<file path="src/rtl/speck_block_fifo.sv">
// speck_block_fifo: DEPTH x WIDTH ready/valid buffer with count, full/empty and flush.
// Define SPECK_BUF_BYPASS_EN to add a same-cycle bypass when the buffer is empty.
module speck_block_fifo #(
    parameter int WIDTH = 64,
    parameter int DEPTH = 4
) (
    input  logic                     clk,
    input  logic                     rst_n,
    input  logic [WIDTH-1:0]         i_in_data,
    input  logic                     i_in_valid,
    output logic                     o_in_ready,
    output logic [WIDTH-1:0]         o_out_data,
    output logic                     o_out_valid,
    input  logic                     i_out_ready,
    input  logic                     i_flush,
    output logic [$clog2(DEPTH):0]   o_count,
    output logic                     o_full,
    output logic                     o_empty
);
    localparam int AW = $clog2(DEPTH);
    localparam int CW = AW + 1;
    localparam logic [CW-1:0] FULL_CNT = CW'(DEPTH);

    logic [WIDTH-1:0] r_mem [DEPTH];
    logic [AW-1:0]    r_wr_ptr;
    logic [AW-1:0]    r_rd_ptr;
    logic [CW-1:0]    r_count;
    logic             w_full;
    logic             w_empty;
    logic             w_bypass;
    logic             w_push;
    logic             w_pop;

    assign w_full  = r_count == FULL_CNT;
    assign w_empty = r_count == '0;
`ifdef SPECK_BUF_BYPASS_EN
    assign w_bypass = w_empty && i_in_valid;
`else
    assign w_bypass = 1'b0;
`endif
    // a bypassed word taken by the consumer the same cycle never enters storage
    assign w_push = i_in_valid && !w_full && !(w_bypass && i_out_ready);
    assign w_pop  = !w_empty && i_out_ready;

    assign o_in_ready  = !w_full;
    assign o_out_valid = !w_empty || w_bypass;
    assign o_out_data  = w_bypass ? i_in_data : r_mem[r_rd_ptr];
    assign o_count     = r_count;
    assign o_full      = w_full;
    assign o_empty     = w_empty;

    always_ff @(posedge clk or negedge rst_n) begin
        if (!rst_n) begin
            r_wr_ptr <= '0;
            r_rd_ptr <= '0;
            r_count  <= '0;
            for (int i = 0; i < DEPTH; i++) r_mem[i] <= '0;
        end else if (i_flush) begin
            r_wr_ptr <= '0;
            r_rd_ptr <= '0;
            r_count  <= '0;
        end else begin
            if (w_push) begin
                r_mem[r_wr_ptr] <= i_in_data;
                r_wr_ptr        <= r_wr_ptr + AW'(1);
            end
            if (w_pop) r_rd_ptr <= r_rd_ptr + AW'(1);
            r_count <= (w_push && !w_pop) ? r_count + CW'(1) :
                       (!w_push && w_pop) ? r_count - CW'(1) : r_count;
        end
    end
endmodule

</file>
<file path="config.mk">
export PLATFORM = sky130hd
export DESIGN_NAME = speck_block_fifo
export DESIGN_NICKNAME = d
export VERILOG_FILES = /design/src/rtl/speck_block_fifo.sv
export SDC_FILE = /design/constraint.sdc
export NUM_CORES = 1
export LEC_CHECK = 0
export CORE_MARGIN = 4
export CORE_UTILIZATION = 51
export CTS_CLUSTER_SIZE = 24
export DETAILED_ROUTE_END_ITERATION = 16
export PLACE_DENSITY = 0.76
export SETUP_SLACK_MARGIN = 0.3
export SKIP_CTS_REPAIR_TIMING = 1
export SYNTH_ARGS = -nofsm -noshare
export SYNTH_HDL_FRONTEND = slang
export SYNTH_SLANG_ARGS = --single-unit
</file>
<file path="constraint.sdc">
create_clock -name clk -period 2.2 [get_ports clk]
set_input_delay 0.55 -clock clk [delete_from_list [all_inputs] [get_ports clk]]
set_output_delay 0.55 -clock clk [all_outputs]
set_load 0.02 [all_outputs]
</file>
==> results of run 1 <==
## final timing paths
| path | from | end | slack, ns |
|---|---|---|---|
| hold reg to reg | r_mem[225] | r_mem[225] | 0.50 |
| min in group asynchronous | rst_n | r_mem[68] | 0.57 |
| hold / removal | r_mem[225] | r_mem[225] | 0.50 |
| setup / recovery | r_rd_ptr[0] | o_out_data[0] | -0.46 |
| setup reg to reg | o_count[1] | o_count[2] | 0.01 |
| max in group asynchronous | rst_n | r_mem[15] | 0.88 |
## cell families (layout without fill, tap and decap cells)
group / after synthesis / count (layout)
fa+ha+maj: 5 / 5
buf+inv: 54 / 285
xor+xnor: 2 / 2
simple gates: 20 / 21
mux: 323 / 323
compound gates: 14 / 14
flops: 263 / 263
## where the power goes
part           leakage [nW]  internal (W)  switching (W)
sequential             3.31       0.00689        0.00119
combinational          3.65       0.00534        0.00392
clock                 0.473       0.00297        0.00187
## layer usage
| metal | track usage [%] | vias up | wire (um) |
|---|---|---|---|
| met4 | 5.03 | 4 | 437 |
| li1 | - | 2979 | - |
| met5 | 0 | - | 23 |
| met3 | 4.19 | 35 | 1550 |
| met1 | 27.6 | 3780 | 12500 |
| met2 | 35.3 | 192 | 15300 |
## flip-flops by register name (all words and copies together) (netlist names)
register and cells:
o_count 3, r_mem 256, r_rd_ptr 2, r_wr_ptr 2
## through the flow
stage	std cells	hold slack (ns)	utilization [%]
floorplan	681	0.254	-
global placement	1144	0.478	60.6
detailed placement	1144	0.489	60.6
CTS	1192	-0.0209	64.7
global route	1232	0.513	67.0
finish	1232	0.503	67.0
## cells in the final DEF, fill, tap and decap left out, types with 5 or more instances in the layout
cell type and count:
buf_12 28, buf_2 32, buf_4 33, buf_6 35, clkbuf_16 42, clkbuf_2 10
clkbuf_8 7, clkdlybuf4s50_1 67, clkinv_2 5, dfrtp_1 258, inv_1 6, mux2_2 136
mux2_4 120, mux4_2 64, nand3_4 5, nor2_1 7
## cell type report
cell class	count	area [um^2]	share of cell area, %
clock buffers	39	833	5.29
repair buffers	229	2580	16.4
clock inverters	9	123	0.778
inverters	8	32.5	0.206
well taps	319	399	2.53
flip-flops and latches	263	6590	41.8
multi-input cells	365	5200	33.0
## worst max-delay path: stages (launching register included)
cell and delay, ns:
dfrtp_4 0.52, buf_6 0.15, buf_6 0.12, clkbuf_16 0.16
mux4_2 0.47, buf_6 0.16
==> results.sh, run 1 <==
export IMPL_syn_avg_cell_area_um2=18.0
export IMPL_finalWorstSetupSlack_ns=-0.458
export IMPL_yosysMostFrequentCell="dfrtp_1"
export IMPL_finalPower_w=0.0222
export IMPL_viasPerCell=5.67
export IMPL_place_congestion=0.750
export IMPL_synth_top_cell_area_share_pct=53.7
export IMPL_cts_sinks=263
export IMPL_yosys_area_top_type="dfrtp_1"
export IMPL_cts_tree="yes"
export IMPL_p_leak_nw=7.43
export IMPL_cap_violations=0
export IMPL_fill_cells=1631
export IMPL_arrival_ns=2.11
export IMPL_routed_wl_um=29800
export IMPL_wl_per_cell_um=24.2
export IMPL_cts_buffers=28
export IMPL_grt_pass1_wl_um=43800
export IMPL_antenna_left=0
export IMPL_hpwl_um=17900
export IMPL_die_x_um=163
export IMPL_initial_core_util_pct=52.1
export IMPL_drtIter0Drc=390
export IMPL_areaGrowthSynthToFinish_pct=28.5
export IMPL_grt_max_degree=65
export IMPL_cts_buffer_depth=3
export IMPL_p_per_area_nw_per_um2=1410
export IMPL_synth_compound_area_share_pct=0.847
export IMPL_ys_warn_count=0
export IMPL_synth_seq_cells=263
export IMPL_cp_start_kind="flop"
export IMPL_setup_tns_final_ns=-21.69
export IMPL_drive_gt1_share_pct=59.4
export IMPL_h_tree_depth=1
export IMPL_cts_root_buf="clkbuf_16"
export IMPL_preCtsSetupSlack_ns=-0.288
export IMPL_clk_latency_ns=0.53
export IMPL_cp_required_ns=1.65
export IMPL_worst_hold_path_type="flop to flop"
export IMPL_drv_slew=0
export IMPL_postLayoutCellArea_um2=15800
export IMPL_synth_top_family_by_area="multiplexers"
export IMPL_antenna_found_initial=2
export IMPL_clkSlewWorstSetupHoldPaths_ns=0.06
export IMPL_vdd_drop_max_mv=0.833
export IMPL_path_max_fanout=5
export IMPL_synth_top_flop_cell="dfrtp_1"
export IMPL_synthTopCellsByCount="263 x dfrtp_1, 136 x mux2_2, 120 x mux2_4"
export IMPL_placedInstanceArea_um2=14300
export IMPL_grt_ovfl_total=0
export IMPL_setup_viol=64
export IMPL_core_area_um2=23500
export IMPL_grt_pass1_vias=7927
export IMPL_yosysSeqAreaShare_pct=53.7
export IMPL_die_h_um=163
export IMPL_nets=969
export IMPL_num_io_pins=140
export IMPL_failed_checks="setup timing"
export IMPL_hold_violations=0
export IMPL_syn_inst=681
export IMPL_ys_types=35
export IMPL_drtPass1Iterations=4
export IMPL_synth_area_top_cells="dfrtp_1 54%, mux2_4 15%, mux2_2 12%"
export IMPL_die_area_um2=26600
export IMPL_fmax_ghz=0.376
export IMPL_drc=0
export IMPL_track_usage_pct=20.7
export IMPL_critPathCaptureType="output pin"
export IMPL_portBuffers=139
export IMPL_hold_path_depth=1
export IMPL_period_share_pct=121
export IMPL_synth_area_um2=12300
export IMPL_outcome="complete, but fails checks"
export IMPL_worstSetupPathType="flop to output pin"
export IMPL_synth_edf_count=0
export IMPL_r2r_cells=6
export IMPL_synthSimpleGateAreaFrac_pct=1.34
export IMPL_slew_headroom_pct=64.8
export IMPL_period_minus_slack_ns=2.66
export IMPL_async_flop_share_pct=100
export IMPL_skew_ns=0.0129
export IMPL_tightest_slew_ns=0.528
export IMPL_fp_row_count=56
export IMPL_synthMuxAreaShare_pct=39.2
export IMPL_synth_net_count=755
export IMPL_route_vias_total=6990
export IMPL_synth_xor_area_share_pct=0.143
export IMPL_num_antenna_cells=0
export IMPL_rsz0062_at_grt="true"
export IMPL_synthAdderAreaFrac_pct=0.571
(Power assumes the default switching activity.)
==> run 2: changes to the inputs <==
--- a/config.mk
+++ b/config.mk
@@ -5,13 +5,13 @@
 export SDC_FILE = /design/constraint.sdc
 export NUM_CORES = 1
 export LEC_CHECK = 0
-export CORE_MARGIN = 4
+export CORE_MARGIN = 5
 export CORE_UTILIZATION = 51
 export CTS_CLUSTER_SIZE = 24
 export DETAILED_ROUTE_END_ITERATION = 16
 export PLACE_DENSITY = 0.76
 export SETUP_SLACK_MARGIN = 0.3
-export SKIP_CTS_REPAIR_TIMING = 1
 export SYNTH_ARGS = -nofsm -noshare
 export SYNTH_HDL_FRONTEND = slang
 export SYNTH_SLANG_ARGS = --single-unit
+export TNS_END_PERCENT = 50
==> results.sh, run 2 (synthesized netlist as in run 1, its figures left out) <==
export IMPL_critPathCaptureType="output pin"
export IMPL_drtIter0Drc=354
export IMPL_route_vias_total=6998
export IMPL_die_x_um=165
export IMPL_cts_buffers=28
export IMPL_period_share_pct=120
export IMPL_setup_viol=64
export IMPL_viasPerCell=5.66
export IMPL_setup_tns_final_ns=-21.50
export IMPL_preCtsSetupSlack_ns=-0.236
export IMPL_drive_gt1_share_pct=59.6
export IMPL_fp_row_count=56
export IMPL_tightest_slew_ns=0.606
export IMPL_final_common_cell="dfrtp_1"
export IMPL_crit_chain="buf_6 -> buf_16 -> buf_12 -> mux4_2 -> buf_2"
export IMPL_cap_violations=0
export IMPL_failed_checks="setup timing"
export IMPL_vdd_drop_max_mv=0.971
export IMPL_track_usage_pct=21.7
export IMPL_die_h_um=165
export IMPL_crit_start="r_rd_ptr[0]"
export IMPL_clk_latency_ns=0.53
export IMPL_drtPass1Iterations=4
export IMPL_fill_cells=1518
export IMPL_antenna_left=0
export IMPL_rsz0062_at_grt="true"
export IMPL_cp_start_kind="flop"
export IMPL_clkSlewWorstSetupHoldPaths_ns=0.06
export IMPL_die_area_um2=27200
export IMPL_cts_tree="yes"
export IMPL_worstSetupPathType="flop to output pin"
export IMPL_arrival_ns=2.08
export IMPL_num_io_pins=140
export IMPL_reg2reg_slack_ns=0.07
export IMPL_h_tree_depth=1
export IMPL_cts_buffer_depth=3
export IMPL_ctsHoldBuffers=0
export IMPL_wl_per_cell_um=25.2
export IMPL_grt_max_degree=73
export IMPL_slowest_delay_ns=0.53
export IMPL_drv_slew=0
export IMPL_worst_hold_path_type="input port to async pin"
export IMPL_hpwl_um=18000
export IMPL_outcome="complete, but fails checks"
export IMPL_areaGrowthSynthToFinish_pct=33.8
export IMPL_p_leak_nw=8.09
export IMPL_finalPower_w=0.0236
export IMPL_initial_core_util_pct=52.1
export IMPL_slew_headroom_pct=59.6
export IMPL_portBuffers=139
export IMPL_p_per_area_nw_per_um2=1440
export IMPL_fmax_ghz=0.380
export IMPL_regMostFlops="r_mem"
export IMPL_cp_slowest_cell="dfrtp_4"
export IMPL_path_max_fanout=7
export IMPL_antenna_found_initial=1
export IMPL_grt_pass1_wl_um=46100
export IMPL_instances_no_fill=1237
export IMPL_grt_ovfl_total=0
export IMPL_drc=0
export IMPL_routed_wl_um=31200
export IMPL_period_minus_slack_ns=2.63
export IMPL_core_area_um2=23500
export IMPL_skew_ns=0.00810
export IMPL_largest_reg_flops=256
export IMPL_hold_violations=0
export IMPL_nets=969
export IMPL_place_congestion=0.779
export IMPL_hold_slack_ns=0.0123
export IMPL_cts_sinks=263
export IMPL_r2r_start="o_count[1]"
export IMPL_cp_required_ns=1.65
export IMPL_place_inst=1135
export IMPL_layout_common_cells="258 x dfrtp_1, 253 x mux2_4, 67 x clkdlybuf4s50_1, 64 x mux4_2, 56 x buf_6"
export IMPL_grt_pass1_vias=8119
export IMPL_finalWorstSetupSlack_ns=-0.433
export IMPL_cts_root_buf="clkbuf_16"
[run 2: cell count changes in the layout (fill, tap and decap cells not counted), sizes merged, moves of 2 or more]
cell / delta
buf: +23
bufinv: -2
clkbuf: -13
diode: +2
dlymetal6s2s: -4
[run 2: worst paths after layout]
| check | end | depth (start not counted) |
|---|---|---|
| setup / recovery | o_out_data[23] | 5 |
| hold / removal | r_mem[53] | 1 |
| setup reg to reg | o_count[2] | 6 |
| hold reg to reg | r_mem[11] | 1 |
| max in group asynchronous | r_mem[126] | 2 |
| min in group clk | r_mem[11] | 1 |
[run 2: final cells by class]
cell class              instances  area (um^2)  share of cell area, %
flip-flops and latches        263         6590                   40.2
multi-input cells             364         5680                   34.6
repair buffers                230         2760                   16.8
clock buffers                  44          872                   5.32
well taps                     319          399                   2.43
clock inverters                 7         63.8                  0.389
inverters                       8         32.5                  0.198
diodes                          2         5.00                 0.0305
[run 2: power breakdown]
part           switching, W  total [W]  internal [W]  leakage [nW]
combinational       0.00412     0.0107       0.00657          4.32
clock               0.00188    0.00471       0.00282         0.467
sequential          0.00132    0.00821       0.00689          3.31
total               0.00732     0.0236        0.0163          8.09
[run 2: repair_timing]
action | CTS | global route
endpoints found under the setup margin | 317 | 319
gates resized for setup | 360 | 202
pin swaps | 5 | 2
buffers inserted | 19 | 14
endpoints found under the hold margin | 0 | 0
cloned | 9 | 7
[run 2: critical path, delay by kind of cell (launching register included)]
| kind | cells | cell delay, ns |
|---|---|---|
| flip-flops | 1 | 0.53 |
| multiplexers | 1 | 0.42 |
| buffers and inverters | 4 | 0.59 |
[run 2: routing by layer]
metal	vias to the layer above	part of all wire, %	global-route usage, %
met5	-	0	0
met4	0	1.9	5.37
met3	39	5.1	3.72
met2	190	51	37.7
met1	3799	42	28.5
li1	2970	-	-
[run 2: stage by stage]
stage | utilization [%] | instance area [um^2]
after global routing | 69.7 | 16400
after global placement | 59.9 | 14100
after CTS | 65.5 | 15400
after detailed placement | 59.9 | 14100
final | 69.7 | 16400
after floorplan | - | 12300
